[config.mk]
export PLATFORM = sky130hd
export DESIGN_NAME = adder
export DESIGN_NICKNAME = d
export VERILOG_FILES = /design/src/rtl/adder.sv
export SDC_FILE = /design/constraint.sdc
export NUM_CORES = 1
export LEC_CHECK = 0
export BUFFER_PORTS_ARGS = -buffer_cell sky130_fd_sc_hd__buf_2
export CAP_MARGIN = 20
export CORE_UTILIZATION = 51
export DETAILED_ROUTE_END_ITERATION = 6
export GPL_ROUTABILITY_DRIVEN = 0
export PLACE_DENSITY_LB_ADDON = 0.25
export SYNTH_ARGS = -nofsm -noshare
export SYNTH_HDL_FRONTEND = slang
export SYNTH_SLANG_ARGS = --single-unit
[constraint.sdc]
create_clock -name clk -period 4 [get_ports clk]
set_clock_uncertainty 0.15 [all_clocks]
set_input_delay 0.2 -clock clk [delete_from_list [all_inputs] [get_ports clk]]
set_output_delay 0.2 -clock clk [all_outputs]
set_load 0.01 [all_outputs]
[src/rtl/adder.sv]
// Registered WIDTH-bit adder with carry-in for the ALU add path.
// One-cycle latency; flags are derived from the new sum and registered with it.
module adder #(
  parameter int WIDTH = 8
) (
  input  logic             clk,
  input  logic             rst_n,
  input  logic             in_valid,
  input  logic [WIDTH-1:0] a,
  input  logic [WIDTH-1:0] b,
  input  logic             cin,
  output logic [WIDTH-1:0] y,
  output logic             cout,
  output logic             ovf,
  output logic             zero,
  output logic             neg,
  output logic             out_valid
);

  function automatic logic [WIDTH:0] add_full(input logic [WIDTH-1:0] x,
                                              input logic [WIDTH-1:0] z,
                                              input logic             c);
    return {1'b0, x} + {1'b0, z} + {{WIDTH{1'b0}}, c};
  endfunction

  // Overflow when both operands share a sign and the result's sign differs.
  function automatic logic signed_ovf(input logic x_msb,
                                      input logic z_msb,
                                      input logic s_msb);
    return (x_msb == z_msb) && (s_msb != x_msb);
  endfunction

  logic [WIDTH:0]   w_full_p0;
  logic [WIDTH-1:0] w_sum_p0;
  logic             w_ovf_p0;

  logic [WIDTH-1:0] r_y_p1;
  logic             r_cout_p1;
  logic             r_ovf_p1;
  logic             r_zero_p1;
  logic             r_neg_p1;
  logic             r_vld_p1;

  // Stage p0: combinational add and flag generation.
  always_comb begin
    w_full_p0 = add_full(a, b, cin);
    w_sum_p0  = w_full_p0[WIDTH-1:0];
    w_ovf_p0  = signed_ovf(a[WIDTH-1], b[WIDTH-1], w_sum_p0[WIDTH-1]);
  end

  // Stage p1: output register. Result fields hold when no new operand arrives,
  // but reset clears them so a dropped in-flight result leaves zeros behind.
  always_ff @(posedge clk) begin
    if (!rst_n) begin
      r_y_p1    <= '0;
      r_cout_p1 <= 1'b0;
      r_ovf_p1  <= 1'b0;
      r_zero_p1 <= 1'b0;
      r_neg_p1  <= 1'b0;
      r_vld_p1  <= 1'b0;
    end else begin
      r_vld_p1 <= in_valid;
      if (in_valid) begin
        r_y_p1    <= w_sum_p0;
        r_cout_p1 <= w_full_p0[WIDTH];
        r_ovf_p1  <= w_ovf_p0;
        r_zero_p1 <= (w_sum_p0 == '0);
        r_neg_p1  <= w_sum_p0[WIDTH-1];
      end
    end
  end

  assign y         = r_y_p1;
  assign cout      = r_cout_p1;
  assign ovf       = r_ovf_p1;
  assign zero      = r_zero_p1;
  assign neg       = r_neg_p1;
  assign out_valid = r_vld_p1;

endmodule

==> results of run 1 <==
==> per-layer routing <==
metal | wire [um] | track usage [%] | up-vias
met1 | 735 | 22.9 | 336
met3 | 56 | 1.70 | 4
li1 | - | - | 386
met2 | 823 | 35.2 | 21
met4 | 34 | 15.0 | 0
met5 | 0 | 0 | -
==> power by group through the flow <==
stage,combinational (W),sequential (W),clock (W)
after global placement,0.000116,0.000137,0
after CTS,0.000120,0.000135,0.0000982
after global routing,0.000132,0.000137,0.000103
after floorplan,0.0000804,0.000143,0
after detailed placement,0.000119,0.000138,0
final,0.000120,0.000135,0.0000955
==> cells by family (layout without fill, tap and decap cells) <==
| family | after synthesis | count (layout) | synth area share [%] |
|---|---|---|---|
| compound gates | 21 | 21 | 20.3 |
| xor+xnor | 6 | 6 | 6.22 |
| fa+ha+maj | 9 | 9 | 15.1 |
| buf+inv | 10 | 42 | 5.04 |
| flops | 12 | 12 | 28.4 |
| mux | 5 | 5 | 5.93 |
| simple gates | 29 | 29 | 19.0 |
==> per-stage QoR <==
stage	power (W)	hold WS (ns)	instances	area, sq um	utilization [%]
4_1_cts	0.000354	0.0968	140	1040	68.3
3_5_place_dp	0.000257	0.324	136	1000	65.9
6_report	0.000350	0.102	140	1040	68.3
5_1_grt	0.000372	0.105	140	1040	68.3
2_1_floorplan	0.000224	0.200	92	845	-
3_3_place_gp	0.000253	0.307	136	1000	65.9
==> synthesized netlist by cell type (2+ instances only) <==
library cell,instances
o21a_1,3
clkbuf_1,2
nor2b_1,7
fa_1,2
xnor2_1,5
a21oi_1,2
inv_1,6
nand2_1,5
ha_1,7
nor2_1,8
o211a_1,3
a21o_1,2
dfxtp_1,12
o21ai_0,2
mux2i_1,5
==> sequential cells by signal, indices dropped and copies added, names as in the netlist <==
signal / cells
y: 8
zero: 1
out_valid: 1
ovf: 1
cout: 1
==> final cells by class <==
cell class	count	area share, %
multi-input cells	70	54.0
repair buffers	32	15.4
clock buffers	4	3.49
inverters	6	2.16
flip-flops and latches	12	23.1
well taps	16	1.92
==> critical path, stage by stage <==
cell and delay, ns:
buf_2 0.09, inv_1 0.06, fa_1 0.19, inv_1 0.05, fa_1 0.41, a211o_1 0.32
o211ai_2 0.09, a21oi_2 0.08, xnor2_1 0.17, nor4b_2 0.22, a21o_1 0.14
==> worst paths after layout <==
kind | start | depth (start not counted) | endpoint | slack (ns)
max | a[0] | 11 | zero$_SDFFE_PN0P_ | 2.03
min | rst_n | 2 | ovf$_SDFFE_PN0P_ | 0.10
max reg2reg | ovf$_SDFFE_PN0P_ | 2 | ovf$_SDFFE_PN0P_ | 3.15
min reg2reg | y[6]$_SDFFE_PN0P_ | 1 | y[6]$_SDFFE_PN0P_ | 0.33
==> flow_metrics.env, run 1 <==
export IMPL_ys_flop_type="dfxtp_1"
export IMPL_ys_types=36
export IMPL_yosys_top_cells_area="dfxtp_1 28%, ha_1 10%, mux2i_1 5.9%, nor2b_1 5.2%, xnor2_1 5.2%"
export IMPL_synth_fp_nets=121
export IMPL_setup_tns_ns=0
export IMPL_drt_iter0_drc=10
export IMPL_timing_slew_headroom_pct=59.0
export IMPL_multi_input_area_sq_um=562
export IMPL_rows=14
export IMPL_regArea_sq_um=240
export IMPL_synth_top_area_share_pct=28.4
export IMPL_p_leak_nw=0.542
export IMPL_ant_nets=0
export IMPL_fin_nets=154
export IMPL_seq_area_frac_synth_pct=28.4
export IMPL_die_area_sq_um=1820
export IMPL_preCtsSetupSlack_ns=1.75
export IMPL_synth_seq_cells=12
export IMPL_wl_per_cell_um=11.8
export IMPL_critical_path_class="input port to flop"
export IMPL_syn_instance_count=92
export IMPL_cts_tree="yes"
export IMPL_die_h_um=42.7
export IMPL_power_density_nw_per_um2=336
export IMPL_rsz0062_at_grt="no"
export IMPL_outcome="completed"
export IMPL_via_count=747
export IMPL_io_pins=33
export IMPL_final_common_cell="buf_2"
export IMPL_routed_wl_um=1650
export IMPL_p_comb_share_pct=34.2
export IMPL_end_kind="flop"
export IMPL_irDropWorstVdd_mv=0.162
export IMPL_drc=0
export IMPL_overflow=0
export IMPL_grt_pass1_vias=677
export IMPL_drv_slew=0
export IMPL_cts_resized=0
export IMPL_ctsHtreeMaxLevel=1
export IMPL_cts_sinks=12
export IMPL_post_cts_buffers=0
export IMPL_core_area_sq_um=1520
export IMPL_hp_class="input port to flop"
export IMPL_antenna_cells=0
export IMPL_portBuffers=32
export IMPL_hpwl_um=1300
export IMPL_cp_arrival_ns=2.04
export IMPL_worst_pin_slew_ns=0.608
export IMPL_antenna_found_initial=0
export IMPL_synthArstFlopShare_pct=0
export IMPL_pwr_share_clk_pct=27.3
export IMPL_cp_max_fo=3
export IMPL_grt_max_degree=18
export IMPL_start_util_pct=55.4
export IMPL_finalWorstSetupSlack_ns=2.03
export IMPL_first_pass_iters=4
export IMPL_path_clk_slew_ns=0.07
export IMPL_clock_root_buffer="clkbuf_4"
export IMPL_syn_area_per_cell_sq_um=9.18
export IMPL_period_share_pct=49.2
export IMPL_hold_viol=0
export IMPL_period_minus_slack_ns=1.97
export IMPL_crit_path_start_kind="input port"
export IMPL_viasPerCell=5.34
export IMPL_max_clock_path_buffers=2
export IMPL_maxCapViolCount=0
export IMPL_grt_pass1_wl_um=2770
export IMPL_drive_gt1_share_pct=33.9
export IMPL_synth_largest_area_cell="dfxtp_1"
export IMPL_crit_required_ns=4.07
export IMPL_die_width_um=42.7
export IMPL_grt_usage_pct=20.4
export IMPL_swShare_pct=30.8
export IMPL_insertion_delay_ns=0.27
export IMPL_hold_buffers=0
export IMPL_fmax_ghz=0.508
export IMPL_intPower_w=0.000242
export IMPL_p_switching_w=0.000108
export IMPL_finalSetupViolations=0
export IMPL_mostFrequentLayoutCells="32 x buf_2, 12 x dfxtp_1, 8 x nor2_1, 7 x nor2b_1, 7 x ha_1"
export IMPL_synth_edff_count=0
export IMPL_synth_area_sq_um=845
export IMPL_fillerInstances=138
export IMPL_yosysWarnings=0
export IMPL_cts_made_buffers=3
export IMPL_power_frac_seq_pct=38.6
export IMPL_area_delta_synth_final_pct=23.3
No activity file was read; power rests on OpenSTA's default activity.
==> inputs of run 2 (changes only) <==
- ABC_AREA: unset -> 1
- CORE_UTILIZATION: 51 -> 47
- clock period: 4 -> 2 ns (I/O delays scaled with it)
==> flow_metrics.env, run 2 <==
export IMPL_outcome="completed"
export IMPL_start_util_pct=50.4
export IMPL_cp_slowest_stage_delay_ns=0.42
export IMPL_finalSetupViolations=0
export IMPL_crit_path_start_kind="input port"
export IMPL_max_clock_path_buffers=2
export IMPL_cp_arrival_ns=1.76
export IMPL_fmax_ghz=0.587
export IMPL_timing_slew_headroom_pct=81.8
export IMPL_regArea_sq_um=240
export IMPL_yosysMostFrequentCell="nand2_1"
export IMPL_path_clk_slew_ns=0.07
export IMPL_drive_gt1_share_pct=27.9
export IMPL_slowest_stage="fa_1"
export IMPL_grt_max_degree=19
export IMPL_mostFrequentLayoutCells="32 x buf_2, 28 x nand2_1, 21 x inv_1, 16 x nand3_1, 12 x dfxtp_1"
export IMPL_synth_edff_count=0
export IMPL_power_density_nw_per_um2=588
export IMPL_first_pass_iters=2
export IMPL_end_kind="flop"
export IMPL_drt_iter0_drc=12
export IMPL_rows=15
export IMPL_area_delta_synth_final_pct=24.2
export IMPL_synth_top_area_share_pct=27.6
export IMPL_cts_tree="yes"
export IMPL_ant_nets=0
export IMPL_seq_area_frac_synth_pct=27.6
export IMPL_hpwl_um=1410
export IMPL_synth_largest_area_cell="dfxtp_1"
export IMPL_cts_made_buffers=3
export IMPL_syn_instance_count=132
export IMPL_fillerInstances=178
export IMPL_antenna_cells=0
export IMPL_setup_tns_ns=0
export IMPL_rrSetupSlack_ns=1.16
export IMPL_drv_slew=0
export IMPL_ys_types=22
export IMPL_period_share_pct=85.1
export IMPL_preCtsSetupSlack_ns=0.00267
export IMPL_whs_ns=0.00732
export IMPL_antenna_found_initial=0
export IMPL_yosysWarnings=0
export IMPL_clock_root_buffer="clkbuf_4"
export IMPL_period_minus_slack_ns=1.70
export IMPL_viasPerCell=4.76
export IMPL_hold_viol=0
export IMPL_synth_area_sq_um=870
export IMPL_ctsHtreeMaxLevel=1
export IMPL_portBuffers=32
export IMPL_cts_sinks=12
export IMPL_synth_seq_cells=12
export IMPL_grt_pass1_vias=720
export IMPL_rsz0062_at_grt="no"
export IMPL_worst_pin_slew_ns=0.273
export IMPL_io_pins=33
export IMPL_cp_max_fo=2
export IMPL_syn_area_per_cell_sq_um=6.59
export IMPL_crit_family="adder cells"
export IMPL_crit_required_ns=2.06
export IMPL_yosys_top_cells_area="dfxtp_1 28%, nand2_1 12%, ha_1 10%, nand3_1 9.2%, inv_1 9.1%"
export IMPL_wl_per_cell_um=8.96
export IMPL_crit_top_cell="inv_1"
export IMPL_p_leak_nw=0.641
export IMPL_worstPathCellList="buf_2 > inv_1 > fa_1 > inv_1 > fa_1 > inv_1 > nand3_1 > nor2_1 > nand3_1 > nor2_2 > nand4_1 > a21oi_1"
export IMPL_via_count=904
export IMPL_drc=0
export IMPL_overflow=0
export IMPL_hp_class="input port to flop"
export IMPL_routed_wl_um=1700
export IMPL_grt_pass1_wl_um=2730
export IMPL_core_area_sq_um=1730
export IMPL_maxCapViolCount=0
export IMPL_grt_usage_pct=18.4
export IMPL_largest_reg_flops=8
export IMPL_insertion_delay_ns=0.27
export IMPL_synth_fp_nets=161
export IMPL_critical_path_class="input port to flop"
export IMPL_finalWorstSetupSlack_ns=0.297
export IMPL_final_common_cell="buf_2"
export IMPL_die_width_um=45.0
export IMPL_synth_common_cells="28 x nand2_1, 21 x inv_1, 16 x nand3_1, 12 x dfxtp_1, 9 x nor2_1"
export IMPL_die_h_um=45.0
export IMPL_ys_flop_type="dfxtp_1"
export IMPL_path_buf_inv=4
export IMPL_fin_nets=196
export IMPL_irDropWorstVdd_mv=0.358
export IMPL_die_area_sq_um=2030
export IMPL_multi_input_area_sq_um=510
export IMPL_synthArstFlopShare_pct=0
run 2: cell types whose count changed in the layout (fill, tap and decap cells not counted), moves of 4 or more:
cell | previous run | this run
inv_1 | 6 | 21
inv_2 | 0 | 4
xnor2_1 | 5 | 0
o21ai_1 | 0 | 4
nand2_2 | 0 | 4
a21oi_1 | 2 | 8
mux2i_1 | 5 | 0
nand3_1 | 1 | 16
nand2_1 | 5 | 28
nor2b_1 | 7 | 0
run 2: logic make-up after synthesis:
| kind of cell | Yosys count | share of synthesized area, % |
|---|---|---|
| AOI/OAI and AO/OA | 19 | 12.2 |
| DFF | 12 | 27.6 |
| buffers and inverters | 30 | 13.7 |
| and+or+nand+nor | 62 | 31.8 |
| adders and majority gates | 9 | 14.7 |
run 2: tightest hold or removal path, stage by stage:
cell	delay [ns]
buf_2	0.10
nand2_1	0.05
nand3_1	0.08
a21oi_1	0.06
run 2: path summary, 6_finish.rpt:
check	start	end	cells after the start
worst max-delay path	a[0]	zero$_SDFFE_PN0P_	12
worst min-delay path	a[7]	ovf$_SDFFE_PN0P_	4
worst max register to register	y[4]$_SDFFE_PN0P_	y[4]$_SDFFE_PN0P_	4
worst min register to register	zero$_SDFFE_PN0P_	zero$_SDFFE_PN0P_	2
run 2: power breakdown:
part	switching [W]	internal, W
logic	0.000128	0.0000915
clock network	0.0000792	0.0000698
registers	0.00000882	0.000258
total	0.000216	0.000419
run 2: repair_timing:
item | 4_1_cts | 5_1_grt
hold buffers | 1 | 0
gates resized for setup | 0 | 0
endpoints found under the setup margin | 0 | 0
buffers inserted | 0 | 0
hold endpoints to repair | 1 | 0
run 2: through the flow:
stage | utilization, % | instances | power (W) | area (sq um)
2_1_floorplan | - | 132 | 0.000427 | 870
3_3_place_gp | 60.7 | 186 | 0.000486 | 1050
3_5_place_dp | 60.7 | 186 | 0.000492 | 1050
4_1_cts | 62.5 | 190 | 0.000638 | 1080
5_1_grt | 62.5 | 190 | 0.000679 | 1080
6_report | 62.5 | 190 | 0.000635 | 1080
run 2: per-layer routing:
layer	global-route usage [%]	wire (um)	up-vias
li1	-	-	482
met5	0	0	-
met1	21.5	754	396
met3	6.00	70	5
met2	31.9	856	21
met4	5.45	20	0
run 2: cell type report:
type	instances	area share, %
Inverter	26	9.04
Sequential cell	12	22.2
Timing Repair Buffer	34	16.5
Clock buffer	3	2.09
Multi-Input combinational cell	90	47.3
Tap cell	25	2.90
